`config.mk`:
```
export PLATFORM = sky130hd
export DESIGN_NAME = dma_mem_reader
export DESIGN_NICKNAME = d
export VERILOG_FILES = /design/src/rtl/dma_mem_reader.sv
export SDC_FILE = /design/constraint.sdc
export NUM_CORES = 1
export LEC_CHECK = 0
export ABC_AREA = 1
export BUFFER_PORTS_ARGS = -buffer_cell sky130_fd_sc_hd__buf_4
export CAP_MARGIN = 20
export CORE_MARGIN = 4
export CORE_UTILIZATION = 48
export DETAILED_ROUTE_END_ITERATION = 10
export MAX_ROUTING_LAYER = met4
export PLACE_DENSITY = 0.73
export SLEW_MARGIN = 20
export SYNTH_ARGS = -nofsm -noshare
export SYNTH_HDL_FRONTEND = slang
export SYNTH_SLANG_ARGS = --single-unit
```
`constraint.sdc`:
```
create_clock -name clk -period 3.6 [get_ports clk]
set_input_delay 0.18 -clock clk [delete_from_list [all_inputs] [get_ports clk]]
set_output_delay 0.18 -clock clk [all_outputs]
set_load 0.01 [all_outputs]
```
`src/rtl/dma_mem_reader.sv`:
```
// Memory-to-device DMA read channel: fetches count words from saddr over the
// read_mem/grant/ready bus and hands each one to the device on a valid/ack handshake.
module dma_mem_reader #(
  parameter int ADDR_STEP = 4,
  parameter int CNT_W     = 32
) (
  input  logic        clk,
  input  logic        rst,
  input  logic [1:0]  reg_sel,
  input  logic        reg_wr,
  input  logic        reg_rd,
  input  logic [31:0] reg_wdata,
  output logic [31:0] reg_rdata,
  output logic        read_mem,
  output logic [31:0] adbus,
  input  logic [31:0] bus_rdata,
  input  logic        grant,
  input  logic        ready,
  output logic [31:0] dev_data,
  output logic        dev_valid,
  input  logic        dev_ack,
  input  logic        dev_error,
  output logic        irq,
  output logic [2:0]  dbg_state
);

  localparam logic [2:0] S_IDLE    = 3'd0;
  localparam logic [2:0] S_REQ     = 3'd1;
  localparam logic [2:0] S_XFER    = 3'd2;
  localparam logic [2:0] S_DELIVER = 3'd3;
  localparam logic [2:0] S_DONE    = 3'd4;

  localparam logic [1:0] SEL_CTRL   = 2'd0;
  localparam logic [1:0] SEL_SADDR  = 2'd1;
  localparam logic [1:0] SEL_COUNT  = 2'd2;
  localparam logic [1:0] SEL_STATUS = 2'd3;

  // Handshakes: the bus word is taken on the first clk edge where the block is in
  // XFER and ready=1; the device word is taken on the first edge where
  // dev_valid=1 and dev_ack=1. dev_data does not change while dev_valid=1.

  logic [2:0]       state_q, state_d;
  logic [31:0]      saddr_q, saddr_d;
  logic [CNT_W-1:0] count_q, count_d;
  logic             ie_q, ie_d;
  logic             done_q, done_d;
  logic             err_q, err_d;
  logic             irq_q, irq_d;
  logic [31:0]      dev_data_q, dev_data_d;
  logic [31:0]      rdata_q, rdata_d;

  logic        busy;
  logic        wr_ctrl, wr_saddr, wr_count, wr_status;
  logic        go;
  logic [31:0] count_rd;

  always_comb begin
    busy      = (state_q == S_REQ) || (state_q == S_XFER) || (state_q == S_DELIVER);
    wr_ctrl   = reg_wr && (reg_sel == SEL_CTRL);
    wr_saddr  = reg_wr && (reg_sel == SEL_SADDR);
    wr_count  = reg_wr && (reg_sel == SEL_COUNT);
    wr_status = reg_wr && (reg_sel == SEL_STATUS);
    go        = wr_ctrl && reg_wdata[0];
    count_rd  = 32'(count_q);
  end

  always_comb begin
    state_d    = state_q;
    saddr_d    = saddr_q;
    count_d    = count_q;
    ie_d       = ie_q;
    done_d     = done_q;
    err_d      = err_q;
    dev_data_d = dev_data_q;
    rdata_d    = rdata_q;

    if (wr_ctrl)
      ie_d = reg_wdata[1];
    if (wr_saddr && !busy)
      saddr_d = reg_wdata;
    if (wr_count && !busy)
      count_d = reg_wdata[CNT_W-1:0];
    if (wr_status && reg_wdata[0]) begin
      done_d = 1'b0;
      err_d  = 1'b0;
    end

    // Setting done comes after the W1C above so a coincident set wins.
    case (state_q)
      S_IDLE: begin
        if (go) begin
          done_d = 1'b0;
          err_d  = 1'b0;
          if (count_q != '0) begin
            state_d = S_REQ;
          end else begin
            state_d = S_DONE;
            done_d  = 1'b1;
          end
        end
      end
      S_REQ: begin
        if (dev_error) begin
          state_d = S_DONE;
          done_d  = 1'b1;
          err_d   = 1'b1;
        end else if (grant) begin
          state_d = S_XFER;
        end
      end
      S_XFER: begin
        if (dev_error) begin
          state_d = S_DONE;
          done_d  = 1'b1;
          err_d   = 1'b1;
        end else if (ready) begin
          dev_data_d = bus_rdata;
          saddr_d    = saddr_q + 32'(ADDR_STEP);
          count_d    = count_q - CNT_W'(1);
          state_d    = S_DELIVER;
        end
      end
      S_DELIVER: begin
        if (dev_error) begin
          state_d = S_DONE;
          done_d  = 1'b1;
          err_d   = 1'b1;
        end else if (dev_ack) begin
          if (count_q != '0) begin
            state_d = S_REQ;
          end else begin
            state_d = S_DONE;
            done_d  = 1'b1;
          end
        end
      end
      S_DONE: begin
        state_d = S_IDLE;
      end
      default: begin
        state_d = S_IDLE;
      end
    endcase

    irq_d = done_d & ie_d;

    if (reg_rd) begin
      case (reg_sel)
        SEL_CTRL:   rdata_d = {30'd0, ie_q, 1'b0};
        SEL_SADDR:  rdata_d = saddr_q;
        SEL_COUNT:  rdata_d = count_rd;
        SEL_STATUS: rdata_d = {29'd0, err_q, busy, done_q};
        default:    rdata_d = 32'd0;
      endcase
    end
  end

  always_ff @(posedge clk) begin
    if (rst) begin
      state_q    <= S_IDLE;
      saddr_q    <= 32'd0;
      count_q    <= '0;
      ie_q       <= 1'b0;
      done_q     <= 1'b0;
      err_q      <= 1'b0;
      irq_q      <= 1'b0;
      dev_data_q <= 32'd0;
      rdata_q    <= 32'd0;
    end else begin
      state_q    <= state_d;
      saddr_q    <= saddr_d;
      count_q    <= count_d;
      ie_q       <= ie_d;
      done_q     <= done_d;
      err_q      <= err_d;
      irq_q      <= irq_d;
      dev_data_q <= dev_data_d;
      rdata_q    <= rdata_d;
    end
  end

  // Bus and device outputs decode straight from the registered state.
  always_comb begin
    read_mem  = (state_q == S_REQ) || (state_q == S_XFER);
    adbus     = (state_q == S_XFER) ? saddr_q : 32'd0;
    dev_valid = (state_q == S_DELIVER);
    dev_data  = dev_data_q;
    irq       = irq_q;
    reg_rdata = rdata_q;
    dbg_state = state_q;
  end

endmodule

```
=== Word level (Yosys, flattened, before mapping) ===
Cells that the tools add are included.

* Flip-flop bits (word level): 135
* Input port bits: 74

* $add $sub $neg: 2
* Equality and inequality tests: 10
* Muxes and demuxes: 32
* Bitwise logic cells: 2
* Reductions and logical operators: 18

{| class="wikitable"
|+ Operators by type and width
! operator !! count
|-
| $mux 32 || 9
|-
| $pmux 32 s4 || 1
|-
| $add 32x3->32 const B || 1
|-
| $reduce_bool 32->1 || 1
|-
| $sub 32x1->32 const B || 1
|-
| $mux 3 || 8
|-
| $pmux 3 s4 || 1
|-
| $mux 1 || 11
|-
| $logic_and 1x1->1 || 8
|-
| $eq 3x2->1 const B || 2
|-
| $ne 3x3->1 const B || 2
|-
| $eq 2x2->1 const B || 2
|-
| $reduce_and 4->1 || 1
|-
| $eq 3x1->1 const B || 1
|-
| $logic_not 3->1 || 1
|-
| $ne 3x1->1 const B || 1
|-
| $pmux 1 s3 || 1
|-
| $reduce_and 3->1 || 1
|-
| $reduce_or 3->1 || 1
|-
| $eq 2x1->1 const B || 1
|-
| $logic_not 2->1 || 1
|-
| $logic_or 1x1->1 || 2
|-
| $ne 2x2->1 const B || 1
|-
| $pmux 1 s2 || 1
|-
| 4 further kinds || 4
|}

=== Longest topological paths before layout ===
* Word-level depth: 9
* Mapped depth: 11

=== Worst setup path before layout ===
Ideal clock, no wire load.

* Path type: register to register
* From: register saddr_q[2]
* To: register saddr_q[26]
* Setup time: 0.132 ns
* Arrival time: 1.492 ns
* Setup slack: 1.976 ns
* Stages on the path, launching flop included: 9
* Buffers on the path: 0
* Cell sequence: dfxtp_1 > ha_1 > nand3_1 > nor2_1 > nand3b_1 > nor2_1 > nand3_1 > nand3_1 > a21oi_1

* Word-level cells in the longest chain between the ends: 4

{| class="wikitable"
|+ Ends and longest elaborated chain
! element !! RTL line !! source
|-
| start: declaration || 43 || <nowiki>logic [31:0] saddr_q, saddr_d;</nowiki>
|-
| start signal: assignment || 171 || <nowiki>saddr_q <= saddr_d;</nowiki>
|-
| $add 32x3->32 || 118 || <nowiki>saddr_d = saddr_q + 32'(ADDR_STEP);</nowiki>
|-
| $mux 32 || 116 || <nowiki>end else if (ready) begin</nowiki>
|-
| $mux 32 || 112 || <nowiki>if (dev_error) begin</nowiki>
|-
| $mux 32 || 89 || <nowiki>case (state_q)</nowiki>
|}

No other way between the ends.
A chain may end at the register's enable or synchronous reset.

=== Worst setup path in the final report ===
* From: register state_q[1], in the netlist dbg_state[1]
* To: register count_q[14]

* Word-level cells in the longest chain between the ends: 9
* Elaborated cells between the ends (all ways): 11
* Classes of those cells: eq/ne: 3; mux: 4; reduce/logical: 4

{| class="wikitable"
|+ Ends and longest elaborated chain
! element !! RTL line !! source
|-
| start: declaration || 42 || <nowiki>logic [2:0] state_q, state_d;</nowiki>
|-
| start signal: assignment || 170 || <nowiki>state_q <= state_d;</nowiki>
|-
| $eq 3x1->1 / $eq 3x2->1 (equally long branches) || 58, 89 ||
|-
| $logic_or 1x1->1 (2 in a row) || 58 || <nowiki>busy = (state_q == S_REQ) || (state_q == S_XFER) || (state_q == S_DELIVER);</nowiki>
|-
| $logic_not 1->1 || 81 || <nowiki>if (wr_count && !busy)</nowiki>
|-
| $logic_and 1x1->1 || 81 ||
|-
| $mux 32 || 81 ||
|-
| $mux 32 || 116 ||
|-
| $mux 32 || 112 ||
|-
| $mux 32 (*) || 89 ||
|-
| end signal: assignment || 172 || <nowiki>count_q <= count_d;</nowiki>
|-
| end: declaration || 44 || <nowiki>logic [CNT_W-1:0] count_q, count_d;</nowiki>
|}

Mark *: on every way between the ends. The rest lies on a longest branch, timed or not.

==> results list <==
* Post-CTS setup buffer count: 0
* Worst slack on hold paths: 31.1 ps
* Number of search-and-repair iterations in the first detailed-routing pass: 7
- In this run, distinct cell masters in the synthesized netlist total 29.
- In this run, synthesis produced a sequential element count of around 140.
* Result of the run: finished clean
* Highest achievable clock rate: 358 MHz
- The congestion estimate from routability-driven global placement came to approximately 0.91.
* Die boundary height: 132 µm
* Crit path launch type: flip-flop
* Cell taking the most area after synthesis: sky130_fd_sc_hd__dfxtp_1
- Relative contribution of the clock network to total power: approximately two fifths
- Dividing the detail-routed wire length by the instance count gives roughly 15 µm.
* Power density over cell area: between 400 and 500 nW/µm²
* Clock sinks: 135
- In the post-route analysis, the smallest setup slack over all paths is 807 ps.
- The number of global-route vias before repair is a little under 8000.
* Mapped Area: between 7000 and 8000 µm²
- H-Tree Level Count: 4
- Count of mapped cells out of synthesis: 1158
- Syn_area_per_cell: 6.39 µm²
- The number of nets handed over by synthesis was between 1000 and 1500.
* DRC marker count from the first detailed-route iteration: about 790
* Critical hold path startpoint: reg_wdata[15]
- The analysis attributes to cell leakage a power of ~4.6 nW.
* Final cycle utilization of the critical path: 77.6%
* RSZ-0062 raised after global routing: false
- After legalization and detailed placement, the total HPWL measured ~16 mm.
- Leaving out filler cells and counting taps, the final layout contains 1529.
- The floorplan step defined a core boundary enclosing ~15000 µm².
- Ant. Diodes: 0
- For this run, the register share of the synthesized area comes to 36.5%.
- Pin count of the biggest net entering global routing: about 110
* Async set-or-reset flop fraction in the synthesized netlist: 0%
* Worst-case vdd ir drop: approximately 360 µV
- Final core area utilization: between 60% and 70%
- Clock-pin slew was measured on the worst setup and hold paths at 60 ps.
* Critical path endpoint category: flip-flop
* Total via count after detailed routing: between 8000 and 9000
* Actual transition at the worst max-transition pin: ~1100 ps
- Instance area after placement: between 8000 and 9000 µm²
- Combinational power share: roughly 23%
* Longest Clk Path Bufs: 2
- Buffers placed on the I/O ports in this run total around 180.
- The sequential cells in the finished layout cover a total of 2700 µm².
- Kind of critical path: reg -> reg
* Fill count: roughly 1400
- Share of cells above drive strength 1: between 10% and 20%
- Summing all multi-input logic gate instances after layout gives between 3000 and 4000 µm².
- For the worst setup path, the data required time is just under 4000 ps.
* Total count of max-transition violations in the final report: 0
- The number of hold buffers added after CTS was 32.
- Relative slew slack: between 20% and 30%
- Max cap viols: 0
- Clock skew after layout: between 7 and 8 ps
- In this run, placement finished with an instance count of between 1000 and 1500.
* Fin. Hold Viols: 0
- The design draws between 4 and 5 mW.
- Subtracting the final worst setup slack from the clock period gives about 2800 ps.
- Net count of the finished layout: between 1000 and 1500
- Initial Utilization: roughly half
- Yosys warning total: 0
- The first global-routing pass estimated 38.3 mm of wire.
- Cts repair resizes: 0
- Summed over its instances, the top area cell type makes up a little over a third of the synthesized netlist area.
* Synth top area cells: sky130_fd_sc_hd__dfxtp_1 37%, sky130_fd_sc_hd__nor2_1 10%, sky130_fd_sc_hd__o21ai_0 8.8%
- Row Count: between 40 and 50
- Buffers inserted during clock tree synthesis total 17.
- Later-pin clock latency in the skew report: ~430 ps
- Total GRT Usage: 27.3%
* Via density per instance: 5.45
- The die covers 17500 µm².
* Arrival time reported for the critical path endpoint: slightly above 3000 ps
* CTS Root Buffer Type: sky130_fd_sc_hd__clkbuf_16
- Internal power comes to 3.06 mW.
- Post-synth top flop: sky130_fd_sc_hd__dfxtp_1
* Final ANT Viol Nets: 0
- In the final timing run, aggregate negative setup slack is 0 ps.
- Routed wire length: around 24 mm
* Switching power: 1.44 mW
* Area growth, synth to finish: 30.9%
* Switching portion of total power: 32.0%
* Count of boundary I/O pins: 176
- From left edge to right edge, the die measures approximately 130 µm.
* Sequential fraction of design power: approximately 37%
- Worst setup slack after placement: 1020 ps
- Final setup viols: 0
- Type of the worst min-delay path: in -> reg
- Summing all non-filler instances in the final layout gives an area of a little under 10000 µm².
* Worst reg2reg startpoint: dbg_state[1]$_SDFFE_PP0P_
- Initial antenna violation count: 0
- The synthesized design contains 0 enable-type register cells.
- Max FO, Critical Path: about 110
* TritonCTS clock tree: yes
- The total overflow left after global routing is 0.
- The most critical setup path has its startpoint at dbg_state[1]$_SDFFE_PP0P_.
- For this run, design rule violations remaining after detail routing come to 0.
state kept, by name, indices dropped and copies added (netlist names):
register / count
err_q: 1
ie_q: 1
dev_data: 32
dbg_state: 3
reg_rdata: 32
irq: 1
count_q: 32
done_q: 1
saddr_q: 32
area by class of cell:
| class | count | area share (%) |
|---|---|---|
| Multi-Input combinational cell | 794 | 39.4 |
| Inverter | 166 | 6.44 |
| Clock buffer | 17 | 4.39 |
| Timing Repair Buffer | 215 | 17.6 |
| Clock inverter | 14 | 1.81 |
| Tap cell | 188 | 2.43 |
| Sequential cell | 135 | 27.9 |
path summary, 6_finish.rpt:
| check | to | slack [ps] | cells past startpoint |
|---|---|---|---|
| max | count_q[14]$_SDFF_PP0_ | 810 | 8 |
| min | saddr_q[15]$_SDFF_PP0_ | 30 | 3 |
| max reg2reg | count_q[14]$_SDFF_PP0_ | 810 | 8 |
| min reg2reg | reg_rdata[2]$_SDFFE_PP0P_ | 470 | 2 |
routing by layer:
layer  global-route usage (%)  part of all wire [%]  vias up  routed length [µm]
met3                     4.89                   6.7       50                1600
li1                         -                     -     4147                   -
met2                     44.0                    48      334               11300
met1                     34.4                    43     3806               10200
met4                     10.2                   2.5        0                 602
met5                        -                     0        -                   0
power by group through the flow:
| stage | clock network, mW | registers (mW) | logic (mW) |
|---|---|---|---|
| 2_1_floorplan | 0 | 1.71 | 0.651 |
| 5_1_grt | 1.87 | 1.70 | 1.15 |
| 6_report | 1.79 | 1.68 | 1.02 |
| 3_5_place_dp | 0 | 1.71 | 0.973 |
| 3_3_place_gp | 0 | 1.71 | 0.962 |
| 4_1_cts | 1.80 | 1.68 | 1.01 |
placed cells by master, fill, tap and decap left out, types with 3 or more instances in the layout:
master / count
sky130_fd_sc_hd__nor2_1: 202
sky130_fd_sc_hd__inv_2: 3
sky130_fd_sc_hd__bufinv_16: 3
sky130_fd_sc_hd__inv_1: 162
sky130_fd_sc_hd__clkbuf_16: 17
sky130_fd_sc_hd__a21oi_1: 86
sky130_fd_sc_hd__o21ai_1: 12
sky130_fd_sc_hd__nand4_1: 8
sky130_fd_sc_hd__clkinvlp_4: 6
sky130_fd_sc_hd__o21ai_0: 130
sky130_fd_sc_hd__nor3_1: 26
sky130_fd_sc_hd__o21bai_1: 3
sky130_fd_sc_hd__dfxtp_1: 135
sky130_fd_sc_hd__o211ai_1: 24
sky130_fd_sc_hd__nor2_2: 3
sky130_fd_sc_hd__nand3_1: 64
sky130_fd_sc_hd__dlygate4sd3_1: 32
sky130_fd_sc_hd__a211oi_1: 5
sky130_fd_sc_hd__ha_1: 3
sky130_fd_sc_hd__xor2_1: 8
sky130_fd_sc_hd__a31oi_1: 5
sky130_fd_sc_hd__buf_4: 182
sky130_fd_sc_hd__nand2_1: 171
sky130_fd_sc_hd__o221ai_1: 32
cells by family (layout without fill, tap and decap cells):
logic type	after synthesis	count (layout)	share of synthesized area [%]
and+or+nand+nor	483	483	27.0
AOI/OAI and AO/OA	298	298	23.0
xor gates and xnor gates	10	10	1.18
buffers and inverters	229	412	11.9
adders and majority gates	3	3	0.507
DFF	135	135	36.5
cells in the mapped netlist (all sizes together), types with 5 or more instances:
cell type and number:
nand4 8, o211ai 24, nand2 172, a211oi 5
nor2 207, xor2 8, a21oi 86, a31oi 5
o21ai 142, inv 166, dfxtp 135, clkbuf 44
nor3 28, o221ai 32, buf 19, nand3 64
critical path, cell delays in order (launching register included):
cell and delay, ps:
sky130_fd_sc_hd__dfxtp_1 430, sky130_fd_sc_hd__inv_2 70, sky130_fd_sc_hd__nor3_2 160, sky130_fd_sc_hd__inv_2 300
sky130_fd_sc_hd__nor2_4 190, sky130_fd_sc_hd__buf_4 800, sky130_fd_sc_hd__o21ai_0 290, sky130_fd_sc_hd__a21oi_1 250
sky130_fd_sc_hd__nor3_1 70
(Power assumes the default switching activity.)
